===== src/rtl/sd_wb_arbiter.sv =====
`default_nettype none
// ============================================================================
//  Module      : sd_wb_arbiter
//  Description : Two-master Wishbone arbiter sharing the SD core's external
//                master port. Round-robin grant held for a master's whole
//                cyc tenure, with an ack watchdog that aborts stalled strobes.
//  Revision    : 1.0 - initial release
// ============================================================================
module sd_wb_arbiter #(
    parameter int TIMEOUT_CYCLES = 1023,
    parameter int CNT_W          = 10
) (
    input  logic        clk_50,
    input  logic        reset_n,

    // Requester 0: SD block-transfer engine
    input  logic [31:0] m0_adr_i,
    input  logic [31:0] m0_dat_i,
    input  logic [3:0]  m0_sel_i,
    input  logic        m0_cyc_i,
    input  logic        m0_stb_i,
    input  logic        m0_we_i,
    input  logic [2:0]  m0_cti_i,
    input  logic [1:0]  m0_bte_i,
    output logic [31:0] m0_dat_o,
    output logic        m0_ack_o,
    output logic        m0_err_o,

    // Requester 1: secondary master
    input  logic [31:0] m1_adr_i,
    input  logic [31:0] m1_dat_i,
    input  logic [3:0]  m1_sel_i,
    input  logic        m1_cyc_i,
    input  logic        m1_stb_i,
    input  logic        m1_we_i,
    input  logic [2:0]  m1_cti_i,
    input  logic [1:0]  m1_bte_i,
    output logic [31:0] m1_dat_o,
    output logic        m1_ack_o,
    output logic        m1_err_o,

    // Shared Wishbone master port
    output logic [31:0] wbm_adr_o,
    output logic [31:0] wbm_dat_o,
    output logic [3:0]  wbm_sel_o,
    output logic        wbm_cyc_o,
    output logic        wbm_stb_o,
    output logic        wbm_we_o,
    output logic [2:0]  wbm_cti_o,
    output logic [1:0]  wbm_bte_o,
    input  logic [31:0] wbm_dat_i,
    input  logic        wbm_ack_i,

    // Status
    output logic [1:0]  grant,
    output logic        timeout_flag
);

    typedef enum logic [1:0] {
        IDLE   = 2'd0,
        GRANT0 = 2'd1,
        GRANT1 = 2'd2
    } state_t;

    // Watchdog fires while the counter holds TIMEOUT_CYCLES-1, i.e. on the
    // TIMEOUT_CYCLES-th consecutive unacked strobe cycle.
    localparam logic             C_WDG_EN   = (TIMEOUT_CYCLES > 0);
    localparam logic [CNT_W-1:0] C_CNT_LAST = (TIMEOUT_CYCLES > 0) ?
                                              CNT_W'(TIMEOUT_CYCLES - 1) : '0;

    state_t             r_state;
    state_t             w_state_next;
    logic               r_last;
    logic               w_last_next;
    logic [CNT_W-1:0]   r_wdg_cnt;
    logic               r_abort;
    logic               r_timeout_flag;

    logic [1:0]         w_grant;
    logic [31:0]        w_sel_adr;
    logic [31:0]        w_sel_dat;
    logic [3:0]         w_sel_sel;
    logic               w_sel_cyc;
    logic               w_sel_stb;
    logic               w_sel_we;
    logic [2:0]         w_sel_cti;
    logic [1:0]         w_sel_bte;
    logic               w_granted;
    logic               w_wdg_hit;

    // State and last-owner registers; last resets to 1 so m0 wins first contention
    always_ff @(posedge clk_50 or negedge reset_n) begin
        if (!reset_n) begin
            r_state <= IDLE;
            r_last  <= 1'b1;
        end else begin
            r_state <= w_state_next;
            r_last  <= w_last_next;
        end
    end

    // Next-state logic: round-robin on contention, grant held until owner drops cyc
    always_comb begin
        w_state_next = r_state;
        w_last_next  = r_last;
        case (r_state)
            IDLE: begin
                if (m0_cyc_i && m1_cyc_i) begin
                    w_state_next = r_last ? GRANT0 : GRANT1;
                end else if (m0_cyc_i) begin
                    w_state_next = GRANT0;
                end else if (m1_cyc_i) begin
                    w_state_next = GRANT1;
                end
            end
            GRANT0: begin
                if (!m0_cyc_i) begin
                    w_last_next  = 1'b0;
                    w_state_next = m1_cyc_i ? GRANT1 : IDLE;
                end
            end
            GRANT1: begin
                if (!m1_cyc_i) begin
                    w_last_next  = 1'b1;
                    w_state_next = m0_cyc_i ? GRANT0 : IDLE;
                end
            end
            default: begin
                w_state_next = IDLE;
            end
        endcase
    end

    // Bus multiplexer: owner's signals pass straight through, everything 0 when idle
    always_comb begin
        w_grant   = 2'b00;
        w_sel_adr = '0;
        w_sel_dat = '0;
        w_sel_sel = '0;
        w_sel_cyc = 1'b0;
        w_sel_stb = 1'b0;
        w_sel_we  = 1'b0;
        w_sel_cti = '0;
        w_sel_bte = '0;
        case (r_state)
            GRANT0: begin
                w_grant   = 2'b01;
                w_sel_adr = m0_adr_i;
                w_sel_dat = m0_dat_i;
                w_sel_sel = m0_sel_i;
                w_sel_cyc = m0_cyc_i;
                w_sel_stb = m0_stb_i;
                w_sel_we  = m0_we_i;
                w_sel_cti = m0_cti_i;
                w_sel_bte = m0_bte_i;
            end
            GRANT1: begin
                w_grant   = 2'b10;
                w_sel_adr = m1_adr_i;
                w_sel_dat = m1_dat_i;
                w_sel_sel = m1_sel_i;
                w_sel_cyc = m1_cyc_i;
                w_sel_stb = m1_stb_i;
                w_sel_we  = m1_we_i;
                w_sel_cti = m1_cti_i;
                w_sel_bte = m1_bte_i;
            end
            default: begin
            end
        endcase
    end

    assign w_granted = |w_grant;

    assign wbm_adr_o = w_sel_adr;
    assign wbm_dat_o = w_sel_dat;
    assign wbm_sel_o = w_sel_sel;
    assign wbm_cyc_o = w_sel_cyc;
    assign wbm_stb_o = w_sel_stb & ~r_abort;
    assign wbm_we_o  = w_sel_we;
    assign wbm_cti_o = w_sel_cti;
    assign wbm_bte_o = w_sel_bte;

    // A late ack in the limit cycle wins over the abort
    assign w_wdg_hit = C_WDG_EN & w_granted & wbm_stb_o & ~wbm_ack_i &
                       (r_wdg_cnt == C_CNT_LAST);

    // Return path is purely combinational; only the owner sees ack/err
    assign m0_dat_o = wbm_dat_i;
    assign m1_dat_o = wbm_dat_i;
    assign m0_ack_o = wbm_ack_i & w_grant[0];
    assign m1_ack_o = wbm_ack_i & w_grant[1];
    assign m0_err_o = w_wdg_hit & w_grant[0];
    assign m1_err_o = w_wdg_hit & w_grant[1];

    assign grant        = w_grant;
    assign timeout_flag = r_timeout_flag;

    // Watchdog: count consecutive unacked strobes, abort and flag on the limit
    always_ff @(posedge clk_50 or negedge reset_n) begin
        if (!reset_n) begin
            r_wdg_cnt      <= '0;
            r_abort        <= 1'b0;
            r_timeout_flag <= 1'b0;
        end else if (w_wdg_hit) begin
            r_wdg_cnt      <= '0;
            r_abort        <= 1'b1;
            r_timeout_flag <= 1'b1;
        end else begin
            if (!C_WDG_EN || !w_granted || !wbm_stb_o || wbm_ack_i) begin
                r_wdg_cnt <= '0;
            end else begin
                r_wdg_cnt <= r_wdg_cnt + 1'b1;
            end
            // Abort holds the strobe off until the owner ends the access
            if (r_abort && (!w_sel_stb || !w_sel_cyc)) begin
                r_abort <= 1'b0;
            end
        end
    end

endmodule
`default_nettype wire


===== config.mk =====
export PLATFORM = sky130hd
export DESIGN_NAME = sd_wb_arbiter
export DESIGN_NICKNAME = d
export VERILOG_FILES = /design/src/rtl/sd_wb_arbiter.sv
export SDC_FILE = /design/constraint.sdc
export NUM_CORES = 1
export LEC_CHECK = 0
export ABC_AREA = 1
export BUFFER_PORTS_ARGS = -buffer_cell sky130_fd_sc_hd__buf_2
export CORE_AREA = 2 2 129 131
export DETAILED_ROUTE_END_ITERATION = 16
export DIE_AREA = 0 0 131 133
export PLACE_DENSITY_LB_ADDON = 0.25
export SLEW_MARGIN = 0
export SYNTH_ARGS = -nofsm -noshare
export SYNTH_HDL_FRONTEND = slang
export SYNTH_SLANG_ARGS = --single-unit

===== constraint.sdc =====
create_clock -name clk_50 -period 1.9 [get_ports clk_50]
set_input_delay 0.285 -clock clk_50 [delete_from_list [all_inputs] [get_ports clk_50]]
set_output_delay 0.285 -clock clk_50 [all_outputs]
set_load 0.01 [all_outputs]

==> summary.md <==
| Metric | Value |
|---|---|
| Top_reg_cell synth | `dfrtp_1` |
| Slew @ Worst Pin | `0.3735 ns` |
| RSZ-0062 raised after global routing | `yes` |
| I/O pin total | `334` |
| Synth Instances | `437` |
| Max stage delay on crit path | `0.41 ns` |
| Die Ht | `133 um` |
| Vias in the first global route | `3051` |
| Crit-path most repeated cell | `nand2_2` |
| Hold_ws | `0.3674 ns` |
| Share of cells above drive strength 1 | `a little under three fifths` |
| Row count | `47` |
| Core area | `0.01617 sq mm` |
| Starting Density | `15.29%` |
| Combinational power share | `86.5%` |
| Status | `finished with violations` |
| CP Launch Type | `flop` |
| Switching Share | `49.94%` |
| Synth Register Bits | `15` |
| Yosys cell types | `23` |
| Max Buffers Root-to-Sink | `2` |
| Commonest non-fill, non-tap cells in the layout | `buf_2, nand2_1, a21oi_2` |
| Ys async rst share | `100.0%` |
| Worst Hold Class | `input port to flop` |
| Worst skew pair latency | `about 0.25 ns` |
| Part of the power in registers | `6.4%` |
| MaxCap Viol Count | `0` |
| Clock Sink Count | `15` |
| Slowest cell on crit path | `dfrtp_1` |
| Die area | `0.01742 sq mm` |
| CTS clock-pin slew for the worst setup and hold paths | `0.05 ns` |
| Failing checks | `setup timing` |
| Remaining global-route overflow | `0` |
| Width of the die | `around 130 um` |
| WP buf/inv | `3` |
| Routed Antenna Nets | `0` |
| Commonest non-fill, non-tap cell in the layout | `buf_2` |
| Ys Warns | `0` |
| Initial DRT Pass Iterations | `4` |
| Register area share after synthesis | `between 15 and 20%` |
| Sw Pwr | `between 3 and 4 mW` |
| Peak VDD IR | `0.0007781 V` |
| Final slew viol count | `0` |
| WS Path Type | `flop to primary output` |
| DR WL/cell | `about 17 um` |
| N_diodes | `0` |
| Power density over the cells | `1372 mW/mm^2` |
| Total routed wirelength | `14.34 mm` |
| CTS tree | `built` |
| Syn Nets | `around 630` |
| Leakage power | `approximately 2.2 nW` |
| First-pass GRT wire length | `about 17 mm` |
| PortBufs | `237` |
| Number of synthesized flops with an enable pin | `0` |
| Area leader, netlist | `nand2_1` |
| Fin nets | `831` |
| Setup WS pre-CTS | `0.06778 ns` |
| Detail Placement HPWL | `9.386 mm` |
| CP Max Fanout | `5` |
| Arrival time worst endpoint | `1.73 ns` |
| Final WS setup | `-0.1138 ns` |
| Initial antenna violation count | `1` |
| Tcrit/Tclk final | `106.0%` |
| Clock skew | `0.001828 ns` |
| Avg Inst Size Synth | `5.658 sq um` |
| Pint | `between 3 and 4 mW` |
| Largest net degree at the start of global routing | `45` |
| Setup violators final | `73` |
| Clk network pwr share | `around 7.0%` |
| Yosys top cell area share | `28.39%` |
| Synth top area cells | `nand2_1, buf_4, a21oi_1, dfrtp_1, ha_1` |
| Worst slew margin | `75.10%` |
| Mapped cell area | `0.002472 sq mm` |
| Via density | `4.011` |
| Worst path top cell family by delay | `simple AND/OR/NAND/NOR gates` |
| DR vias | `approximately 3400` |
| Worst endpoint required time | `1.62 ns` |
| GRT Util Overall | `between 10% and 20%` |
| TritonCTS buffer count | `3` |
| Crit. End Element | `primary output` |
| Area Overhead vs Synth | `77.43%` |
| GPL Wtd Cong | `0.7594` |
| CTS H-Tree Depth | `1` |
| Max Freq | `496.6 MHz` |
| Final Hold Fails | `0` |
| Iter 0 DRT Violations | `149` |
| Worst-path cell chain | `inv_2 > buf_6 > ha_4 > nand2_2 > nand2_2 > nand2_2 > nor2_4 > nand3_2 > nor2_1 > buf_2` |
| Tmin final | `2.014 ns` |
| Worst reg2reg setup slack | `around 0.27 ns` |
| Drt drc | `0` |
| Root Buffer | `clkbuf_16` |
## worst reg2reg max path: cells and delay by family (launching register included)
kind / cells / cell delay (ns)
buffers and inverters: 4 / 0.41
DFF: 1 / 0.41
adders and majority gates: 1 / 0.18
and+or+nand+nor: 6 / 0.56
## metal layers
layer / up-vias / track usage [%] / share of wire [%]
met5: - / 0 / 0.091
met4: 2 / 0.4137 / 0
met3: 2 / 3.195 / 8.8
met2: 180 / 21.50 / 47
met1: 1541 / 15.53 / 44
li1: 1704 / - / -
## power by group through the flow
| stage | clock network [mW] | registers (mW) | logic (mW) |
|---|---|---|---|
| after floorplan | 0 | 0.392 | 1.94 |
| after global placement | 0 | 0.401 | 3.22 |
| final | 0.421 | 0.388 | 5.21 |
| after CTS | 0.433 | 0.388 | 3.62 |
| after detailed placement | 0 | 0.403 | 3.17 |
| after global routing | 0.447 | 0.395 | 5.58 |
## cells by family (layout without fill, tap and decap cells)
logic type / count (synthesis) / after routing / synth area share [%]
AO/OA/AOI/OAI: 79 / 79 / 16.19
XOR/XNOR: 3 / 3 / 1.063
adder cells (fa/ha/maj): 8 / 8 / 4.049
buffers and inverters: 109 / 307 / 27.73
flip-flops: 15 / 15 / 15.23
AND/OR/NAND/NOR: 223 / 223 / 35.73
## through the flow
step | total power, mW | util (%) | setup TNS, ns | cells | cell area, sq um
floorplan | 2.331 | - | 0 | 437 | 2472
global placement | 3.616 | 21.60 | 0 | 817 | 3493
detailed placement | 3.572 | 21.60 | 0 | 817 | 3493
CTS | 4.445 | 23.40 | -0.2821 | 829 | 3784
global route | 6.426 | 27.13 | -10.61 | 855 | 4387
finish | 6.017 | 27.13 | -3.822 | 855 | 4387
## timing repair
item                                   CTS  global route
setup buffers                            5            13
gates resized for setup                 27            57
hold buffers                             1             0
gates cloned                             2            13
setup endpoints to repair               77            78
endpoints found under the hold margin   14             0
pin swaps                                0            14
## state kept, by name (all words and copies together), names as in the netlist
name,flops
r_last,1
r_abort,1
timeout_flag,1
r_state,2
r_wdg_cnt,10
## cell type report
| type | count | area [sq um] |
|---|---|---|
| repair buffers | 283 | 1916 |
| clock inverters | 1 | 5.005 |
| well taps | 220 | 275.3 |
| flip-flops and latches | 15 | 377.9 |
| clock buffers | 3 | 75.07 |
| multi-input cells | 313 | 1663 |
| inverters | 20 | 75.07 |
| fillers | 1823 | 11790 |
## final timing paths
check,from,endpoint,cells past startpoint
setup / recovery,r_state[1],m1_err_o,10
hold / removal,m0_cyc_i,r_last,4
setup reg to reg,r_state[1],r_wdg_cnt[9],11
hold reg to reg,timeout_flag,timeout_flag,2
max in group asynchronous,reset_n,r_last,2
min in group asynchronous,reset_n,r_abort,2
## cells in the mapped netlist (2+ instances only)
master / n
nand2_1: 187
a21oi_1: 76
buf_4: 70
inv_1: 20
nor2_1: 18
dfrtp_1: 14
buf_2: 11
nand3_1: 10
ha_1: 8
clkbuf_1: 7
nor2_2: 3
xnor2_1: 2
No activity file was read; power rests on OpenSTA's default activity.
